--- src/rtl/debounce_pkg.sv ---
// -----------------------------------------------------------------------------
// debounce_pkg
//
// Shared definitions for the switch/button conditioning path.
//   - state_t       : debouncer FSM encoding. Every legal transition flips
//                     exactly one bit, so the decoded outputs are glitch-free.
//   - CLK_HZ, DB_MS : board defaults (50 MHz oscillator, 20 ms window).
//   - DEF_DB_CYCLES : default qualification window in clk cycles.
//   - state_level() / state_busy() : Moore output decode from a state value.
// -----------------------------------------------------------------------------
package debounce_pkg;

  localparam int CLK_HZ        = 50_000_000;
  localparam int DB_MS         = 20;
  localparam int DEF_DB_CYCLES = (CLK_HZ / 1000) * DB_MS;

  // Bit 1 carries the debounced level and bit 0 marks the "other half" of
  // the ring, so WAIT states are exactly the ones whose bits differ.
  typedef enum logic [1:0] {
    S_ZERO  = 2'b00,
    S_WAIT1 = 2'b01,
    S_ONE   = 2'b11,
    S_WAIT0 = 2'b10
  } state_t;

  function automatic logic state_level(input state_t s);
    return s[1];
  endfunction

  function automatic logic state_busy(input state_t s);
    return s[1] ^ s[0];
  endfunction

endpackage : debounce_pkg

--- src/rtl/db_sync.sv ---
// -----------------------------------------------------------------------------
// db_sync
//
// N_SYNC-flop synchroniser for one asynchronous pin. The reset value is an
// input so pins with pull-ups can power up in their idle level.
//
// Ports:
//   clk     : system clock
//   rst     : synchronous, active-high reset
//   rst_val : value every flop takes on reset
//   d       : asynchronous input
//   q       : synchronised output (last flop of the chain)
//
// Parameters:
//   N_SYNC  : flop count, 2..4
// -----------------------------------------------------------------------------
module db_sync #(
  parameter int N_SYNC = 2
) (
  input  logic clk,
  input  logic rst,
  input  logic rst_val,
  input  logic d,
  output logic q
);

  logic [N_SYNC-1:0] ff;

  // NOTE: reset is sampled on the clock edge here (synchronous), so rst
  // stays out of the sensitivity list and must itself be synchronous.
  always_ff @(posedge clk) begin
    if (rst) begin
      ff <= {N_SYNC{rst_val}};
    end else begin
      // NOTE: non-blocking assignment so each flop captures its
      // neighbour's pre-edge value; blocking would collapse the chain.
      ff <= {ff[N_SYNC-2:0], d};
    end
  end

  assign q = ff[N_SYNC-1];

endmodule : db_sync

--- src/rtl/switch_debounce.sv ---
// -----------------------------------------------------------------------------
// switch_debounce
//
// Conditions one raw mechanical switch/button into a clean level for the
// downstream single-pulse edge stage. The pin is synchronised, then the
// output only changes after DB_CYCLES+1 consecutive samples disagreeing with
// the current level; any agreeing sample in between aborts qualification.
//
// Ports:
//   clk      : system clock (50 MHz)
//   rst      : synchronous, active-high reset
//   sw_in    : raw asynchronous switch/button pin
//   db_level : debounced level
//   db_busy  : high while a candidate transition is being qualified
//
// Parameters:
//   N_SYNC    : synchroniser depth, 2..4
//   DB_CYCLES : stable-sample window in clk cycles, >= 1
//   CNT_W     : counter width, 2**CNT_W >= DB_CYCLES
//
// Build option:
//   SWITCH_DEBOUNCE_ACTIVE_LOW_EN : pin is active low (pulled-up button).
//     The chain runs on the raw pin, resets to 1 (released) and its output
//     is inverted. Timing matches inverting ahead of the chain, but the
//     chain already holds the idle level out of reset, so the FSM never
//     sees a phantom press.
//
// Latency: with sw_in held, db_level changes after edge N_SYNC+DB_CYCLES+1,
// counting the first edge that samples the new pin value as edge 1.
// -----------------------------------------------------------------------------
module switch_debounce
  import debounce_pkg::*;
#(
  parameter int N_SYNC    = 2,
  parameter int DB_CYCLES = DEF_DB_CYCLES,
  parameter int CNT_W     = 20
) (
  input  logic clk,
  input  logic rst,
  input  logic sw_in,
  output logic db_level,
  output logic db_busy
);

  localparam logic [CNT_W-1:0] CNT_LAST = CNT_W'(DB_CYCLES - 1);

  logic sync_q;
  logic s_sync;

`ifdef SWITCH_DEBOUNCE_ACTIVE_LOW_EN
  localparam logic SYNC_RST_VAL = 1'b1;
`else
  localparam logic SYNC_RST_VAL = 1'b0;
`endif

  db_sync #(
    .N_SYNC (N_SYNC)
  ) u_sync (
    .clk     (clk),
    .rst     (rst),
    .rst_val (SYNC_RST_VAL),
    .d       (sw_in),
    .q       (sync_q)
  );

`ifdef SWITCH_DEBOUNCE_ACTIVE_LOW_EN
  assign s_sync = ~sync_q;
`else
  assign s_sync = sync_q;
`endif

  state_t           state_q, state_d;
  logic [CNT_W-1:0] cnt_q, cnt_d;

  always_ff @(posedge clk) begin
    if (rst) begin
      state_q <= S_ZERO;
      cnt_q   <= '0;
    end else begin
      state_q <= state_d;
      cnt_q   <= cnt_d;
    end
  end

  // Counter is cleared on every WAIT entry and only advances while the
  // sample keeps disagreeing with the level, so it tops out at CNT_LAST.
  always_comb begin
    // NOTE: defaults first so every path assigns both outputs; a missing
    // branch would otherwise infer a latch.
    state_d = state_q;
    cnt_d   = cnt_q;
    case (state_q)
      S_ZERO: begin
        if (s_sync) begin
          state_d = S_WAIT1;
          cnt_d   = '0;
        end
      end
      S_WAIT1: begin
        if (!s_sync) begin
          state_d = S_ZERO;
        end else if (cnt_q == CNT_LAST) begin
          state_d = S_ONE;
        end else begin
          cnt_d = cnt_q + 1'b1;
        end
      end
      S_ONE: begin
        if (!s_sync) begin
          state_d = S_WAIT0;
          cnt_d   = '0;
        end
      end
      S_WAIT0: begin
        if (s_sync) begin
          state_d = S_ONE;
        end else if (cnt_q == CNT_LAST) begin
          state_d = S_ZERO;
        end else begin
          cnt_d = cnt_q + 1'b1;
        end
      end
      default: begin
        state_d = S_ZERO;
        cnt_d   = '0;
      end
    endcase
  end

  // Moore decode straight off the state register; single-bit state steps
  // keep both outputs free of decode glitches.
  assign db_level = state_level(state_q);
  assign db_busy  = state_busy(state_q);

endmodule : switch_debounce

--- config.mk ---
export PLATFORM = sky130hd
export DESIGN_NAME = switch_debounce
export DESIGN_NICKNAME = d
export VERILOG_FILES = /design/src/rtl/debounce_pkg.sv /design/src/rtl/db_sync.sv /design/src/rtl/switch_debounce.sv
export SDC_FILE = /design/constraint.sdc
export NUM_CORES = 1
export LEC_CHECK = 0
export BUFFER_PORTS_ARGS = -buffer_cell sky130_fd_sc_hd__buf_2
export CORE_MARGIN = 4
export CORE_UTILIZATION = 56
export DETAILED_ROUTE_END_ITERATION = 6
export PLACE_DENSITY = 0.78
export SLEW_MARGIN = 20
export SYNTH_ARGS = -nofsm -noshare
export SYNTH_HDL_FRONTEND = slang
export SYNTH_SLANG_ARGS = --single-unit
export TNS_END_PERCENT = 10
--- constraint.sdc ---
create_clock -name clk -period 3.2 [get_ports clk]
set_clock_uncertainty 0.05 [all_clocks]
set_input_delay 0.32 -clock clk [delete_from_list [all_inputs] [get_ports clk]]
set_output_delay 0.32 -clock clk [all_outputs]
set_load 0.005 [all_outputs]
==> summary.txt, run 1 <==
STA
  • Slew @ Worst Pin: 721 ps
  • Min Tclk post-route: 2390 ps
  • Max-Slew Margin vs Limit: 0.518
  • Setup_tns: 0 ps
  • Worst Hold Margin: 158 ps
  • Setup violators final: 0
  • Tcrit/Tclk final: 0.746
  • RSZ-0062 raised after global routing: no
  • Fmax: 419 MHz
  • Final Max Tran Viols: 0
  • Final Hold Vio Count: 0

Die
  • Initial Utilization: 0.591
  • I/O Pins: 5
  • Core area: 2480 um2
  • Horiz. Die Dim: 59.2 um
  • Die H: 59.2 um
  • Full die area: 3500 um2
  • Core Rows: 18

Yosys
  • Largest family of logic cells by synthesized area: simple AND/OR/NAND/NOR gates
  • Area share of fa/ha/maj cells after synthesis: 0.0512
  • Synth Area in Simple Gates: 0.327
  • EDFF count, synth: 0
  • Post-synthesis net count: 189
  • Post-synthesis sequential area ratio: 0.328
  • Netlist cell types: 51
  • Yosys warnings: 0
  • Synth Area in XOR/XNOR: 0
  • Asr flop ratio synth: 0
  • Synth Area per Inst: 8.14 um2
  • Post-Syn Area: 1470 um2
  • Count of state elements after synthesis: 24
  • Mapped Cells: 180
  • Most used flip-flop cell after synthesis: dfxtp_1
  • Synth Area in Compound Gates: 0.251
  • Mux cell area share after synthesis: 0.00683

Clocking
  • Post-CTS setup buffers: 0
  • Clock Sinks: 24
  • Total CTS buffers: 3
  • Reg clk slew, reported paths: 130 ps
  • PostCTS Resize Cnt: 0
  • Hold-fix buffers, CTS: 0
  • Clk Latency, worst-skew pair: 310 ps
  • CTS HTree Levels: 1
  • CTS max path bufs: 2
  • CTS tree: yes
  • Root Driver: clkbuf_4

Worst setup path
  • Critical Path Most Common Cell: inv_1
  • Setup CP Type: reg -> reg
  • Critical-path cell list: inv_1, ha_1, inv_1, nor2_1, nand3_1, or4b_1, nand2_1
  • CP Capture Type: register
  • WP data required: 3420 ps
  • Family with the most delay on the worst path: simple AND/OR/NAND/NOR gates
  • Worst setup SP type: register
  • Worst path bufs/invs: 2
  • Maximum fanout along the worst path: 15
  • Max incr delay on CP: 580 ps
  • Worst Path Arrival: 2610 ps
  • Critical-path top delay cell: ha_1

Finish
  • Final Util: 0.625
  • Area of the multi-input gates: 932 um2
  • Layout cells sized above 1: 0.104
  • # diodes: 0
  • Nets: 192
  • Synthesis-to-finish area growth: 5.72%
  • FF+latch area: 480 um2
  • Fillers: 226

Global route
  • First-pass GRT wire length: 5710 um
  • Vias in the first global route: 1319
  • Initial antenna violation count: 0
  • Largest net degree at the start of global routing: 28
  • GR Overflow Total: 0
  • Total Routing Usage GR: 0.209

Hold path
  • Worst hold path class: in -> reg

Route
  • DR WL/cell: 15.4 um
  • DRC: 0
  • Initial DRC count: 57
  • Top sig layer: met4
  • Vias: 1385
  • WL final: 3260 um
  • Iteration count of the initial detailed-routing pass: 4
  • M1 WL: 1450 um
  • Met2 wire len: 1570 um
  • Met3 WL: 207 um
  • DR vias/cell: 6.53
  • Post-route ant nets: 0

Pwr
  • P_leak: 0.542 nW
  • Maximum VDD drop: 0.450 mV
  • Power per cell area: 422 nW/um2

Placement
  • Detailed-placement wirelength estimate: 2360 um
  • Gpl congestion: 0.910
  • Port Buf Inserts: 4

Job
  • MaxCap Viol Count: 0

Status
  • Status: completed
==> metal layers <==
layer  up-vias  global-route usage
met5         -                   0
met4         0              0.0744
met3         4              0.0501
met2        51               0.349
met1       641               0.261
li1        689                   -
==> metrics by stage <==
stage / instances / instance area (um2) / setup slack (ps) / power (mW)
after global placement: 208 / 1500 / 982 / 0.434
after CTS: 212 / 1550 / 824 / 0.659
after detailed placement: 208 / 1500 / 869 / 0.441
final: 212 / 1550 / 813 / 0.653
after floorplan: 180 / 1470 / 1240 / 0.414
after global routing: 212 / 1550 / 550 / 0.690
==> area by class of cell <==
| cell class | instances | share of cell area |
|---|---|---|
| Sequential cell | 24 | 0.310 |
| Clock inverter | 1 | 0.0194 |
| Clock buffer | 3 | 0.0145 |
| Timing Repair Buffer | 4 | 0.0129 |
| Tap cell | 30 | 0.0242 |
| Inverter | 7 | 0.0170 |
| Multi-Input combinational cell | 143 | 0.602 |
==> cell usage after synthesis (3+ instances only) <==
library cell	number	area [um2]
dfxtp_1	24	480
nand2_1	19	71.3
a21oi_1	14	70.1
o21ai_0	11	55.1
nor2_1	10	37.5
nand3_1	8	40.0
inv_1	7	26.3
nor3_1	7	35.0
ha_1	6	75.1
nand4_1	6	37.5
clkbuf_1	5	18.8
or4_1	5	37.5
a31oi_1	4	25.0
and3_1	4	25.0
o41ai_1	4	35.0
nor2b_1	3	18.8
o21a_1	3	22.5
==> power breakdown <==
group	internal, mW	switching [mW]
sequential	0.304	0.00444
combinational	0.0400	0.0869
clock	0.127	0.0910
==> logic make-up after synthesis <==
family | Yosys count
DFF | 24
and+or+nand+nor | 81
buffers and inverters | 13
muxes | 1
AOI/OAI and AO/OA | 55
adders and majority gates | 6
==> worst register-to-register path: cells and delay by family (launching register included) <==
family / cells / cell delay (ps)
AND/OR/NAND/NOR: 4 / 950
buffers and inverters: 2 / 360
adder cells (fa/ha/maj): 1 / 580
flip-flops: 1 / 410
==> placed cells by master, fill, tap and decap left out, types with 3 or more instances in the layout <==
master    netlist  layout
buf_2           0       4
o41ai_1         4       4
nand4_1         6       6
nor3_1          7       7
dfxtp_1        24      24
a31oi_1         4       4
o21a_1          3       3
or4_1           5       5
and3_1          4       4
inv_1           7       7
o21ai_0        11      11
nor2b_1         3       3
a21oi_1        14      14
nand2_1        19      19
clkbuf_4        0       3
nand3_1         8       8
ha_1            6       6
nor2_1         10      10
==> sequential cells by signal, summed over array words and instances, names as in the netlist <==
name       flops
cnt_q         20
state_q        2
u_sync.ff      2
==> worst paths after layout <==
check | start | end | slack, ps | cells past startpoint
setup reg to reg | state_q[1]$_SDFFE_PP0P_ | cnt_q[17]$_SDFFE_PP0P_ | 810 | 7
hold / removal | sw_in | u_sync.ff[0]$_SDFF_PP0_ | 160 | 2
setup / recovery | state_q[1]$_SDFFE_PP0P_ | cnt_q[17]$_SDFFE_PP0P_ | 810 | 7
hold reg to reg | u_sync.ff[0]$_SDFF_PP0_ | u_sync.ff[1]$_SDFF_PP0_ | 410 | 1
Power figures use the tool's default switching activity.
==> run 2: changes to the inputs <==
CORE_UTILIZATION = 54   (was 56)
PLACE_DENSITY = 0.79   (was 0.78)
clock period = 2.1 ns   (was 3.2 ns; I/O delays follow)
==> run 2 against run 1 <==
Cell area is 8.9% higher. Sequential share of layout area is 2.4 points lower. Die area is 3.2% higher. Critical endpoint is now cnt_q[9]$_SDFFE_PP0P_.
==> summary.txt, run 2 (synthesized netlist as in run 1, its figures left out) <==
Die
  • Core Rows: 18
  • I/O Pins: 5
  • Die H: 60.1 um
  • Horiz. Die Dim: 60.1 um
  • Core area: 2520 um2
  • Initial Utilization: 0.581
  • Full die area: 3610 um2

Global route
  • Largest net degree at the start of global routing: 28
  • Total Routing Usage GR: 0.230
  • Initial antenna violation count: 0
  • Vias in the first global route: 1350
  • GR Overflow Total: 0
  • First-pass GRT wire length: 6330 um

Clocking
  • CTS tree: yes
  • Root Driver: clkbuf_4
  • CTS HTree Levels: 1
  • Total CTS buffers: 3
  • Clk Latency, worst-skew pair: 320 ps
  • Clock Sinks: 24
  • Hold-fix buffers, CTS: 0
  • Reg clk slew, reported paths: 140 ps
  • CTS max path bufs: 2

Worst setup path
  • Worst setup SP type: register
  • Worst-case reg-to-reg path depth: 7
  • Max incr delay on CP: 470 ps
  • Reg2reg setup slack: 100 ps
  • Setup CP Type: reg -> reg
  • Family with the most delay on the worst path: simple AND/OR/NAND/NOR gates
  • WP data required: 2320 ps
  • Worst r2r dst: cnt_q[9]$_SDFFE_PP0P_
  • Critical-path top delay cell: or4_1
  • Critical-path cell list: buf_4, ha_2, nor3b_4, o21ai_4, o21bai_2, or4_1, o21ai_1
  • Worst path bufs/invs: 1
  • Worst reg2reg startpoint: state_q[1]$_SDFFE_PP0P_
  • Worst Path Arrival: 2220 ps
  • Maximum fanout along the worst path: 7
  • CP Capture Type: register

Finish
  • Nets: 202
  • Final Util: 0.669
  • Area of the multi-input gates: 992 um2
  • Max reg flops: 20
  • Fillers: 215
  • Leading cell type in the layout, fill and taps excluded: dfxtp_1
  • Most frequent cells in the layout: dfxtp_1 (22), nand2_1 (19), a21oi_1 (14)
  • # diodes: 0
  • Synthesis-to-finish area growth: 15.1%
  • Layout cells sized above 1: 0.203
  • Largest registers: cnt_q (20), state_q (2), u_sync.ff (2)
  • Reg with most FFs: cnt_q
  • FF+latch area: 483 um2

STA
  • Tcrit/Tclk final: 0.952
  • Max-Slew Margin vs Limit: 0.492
  • Setup violators final: 0
  • Setup_tns: 0 ps
  • RSZ-0062 raised after global routing: yes
  • Min Tclk post-route: 2000 ps
  • Slew @ Worst Pin: 760 ps
  • Final Hold Vio Count: 0
  • Final Max Tran Viols: 0
  • Fmax: 500 MHz

Placement
  • Port Buf Inserts: 4
  • Detailed-placement wirelength estimate: 2670 um
  • Gpl congestion: 0.848

Pwr
  • P_leak: 0.609 nW
  • Power per cell area: 629 nW/um2
  • Maximum VDD drop: 0.573 mV
  • Pwr Total: 1.06 mW

Hold path
  • Worst hold path class: in -> reg
  • Min-delay src: sw_in
  • Hold Path Sink: u_sync.ff[0]$_SDFF_PP0_
  • WHS Path Cells: 2

Route
  • DRC: 0
  • Iteration count of the initial detailed-routing pass: 4
  • Initial DRC count: 112
  • Post-route ant nets: 0
  • DR vias/cell: 6.68
  • Vias: 1483
  • WL final: 3800 um
  • DR WL/cell: 17.1 um

Job
  • MaxCap Viol Count: 0

Status
  • Status: completed
-- run 2: cell count changes in the layout (fill, tap and decap cells not counted), moves of 2 or more --
cell / previous run / this run
ha_2: 0 / 3
buf_4: 0 / 10
dfxtp_1: 24 / 22
ha_1: 6 / 3
dfxtp_2: 0 / 2
-- run 2: worst max path at each step --
| stage | startpoint | endpoint | slack, ps | cells after the start |
|---|---|---|---|---|
| after detailed placement | state_q[0]$_SDFFE_PP0P_ | cnt_q[9]$_SDFFE_PP0P_ | -20 | 7 |
| after CTS | cnt_q[1]$_SDFFE_PP0P_ | state_q[1]$_SDFFE_PP0P_ | 0.5 | 7 |
| after global routing | cnt_q[1]$_SDFFE_PP0P_ | state_q[0]$_SDFFE_PP0P_ | -30 | 7 |
| after global placement | cnt_q[1]$_SDFFE_PP0P_ | state_q[1]$_SDFFE_PP0P_ | 80 | 7 |
| after floorplan | state_q[1]$_SDFFE_PP0P_ | cnt_q[9]$_SDFFE_PP0P_ | 140 | 7 |
| final | state_q[1]$_SDFFE_PP0P_ | cnt_q[9]$_SDFFE_PP0P_ | 100 | 7 |
-- run 2: layer usage --
metal / up-vias / GRT usage / share of wire
li1: 711 / - / -
met1: 704 / 0.290 / 0.41
met2: 64 / 0.386 / 0.51
met3: 4 / 0.0389 / 0.071
met4: 0 / 0.0886 / 0.0082
met5: - / 0 / 0
-- run 2: worst reg2reg max path, stage by stage (launching register included) --
cell      delay (ps)
dfxtp_2          350
buf_4            140
ha_2             200
nor3b_4          310
o21ai_4          110
o21bai_2         230
or4_1            480
o21ai_1           90
-- run 2: report_power, final --
group	switching (mW)	internal, mW	leakage [nW]
Clock	0.146	0.193	0.0279
Combinational	0.157	0.0935	0.387
Sequential	0.00738	0.464	0.195
Total	0.310	0.751	0.609
-- run 2: timing repair --
action                     CTS  global route
setup endpoints to repair    2            12
pin swaps                    0             4
resized for setup            1            13
setup buffers                0             1
-- run 2: per-stage QoR --
stage | instances | hold WS [ps] | setup WS (ps) | area (um2)
after floorplan | 180 | 288 | 140 | 1470
after global placement | 217 | 369 | 77.2 | 1560
after detailed placement | 217 | 380 | -20.1 | 1560
after CTS | 221 | 29.1 | 0.451 | 1620
after global routing | 222 | 27.4 | -27.4 | 1690
final | 222 | 40.3 | 101 | 1690
-- run 2: cell type report --
| type | count | share of cell area |
|---|---|---|
| sequential | 24 | 0.286 |
| multi-input combinational | 143 | 0.588 |
| clock buffer | 3 | 0.0134 |
| clock inverter | 1 | 0.0178 |
| tap | 30 | 0.0223 |
| timing repair buffer | 14 | 0.0564 |
| inverter | 7 | 0.0156 |
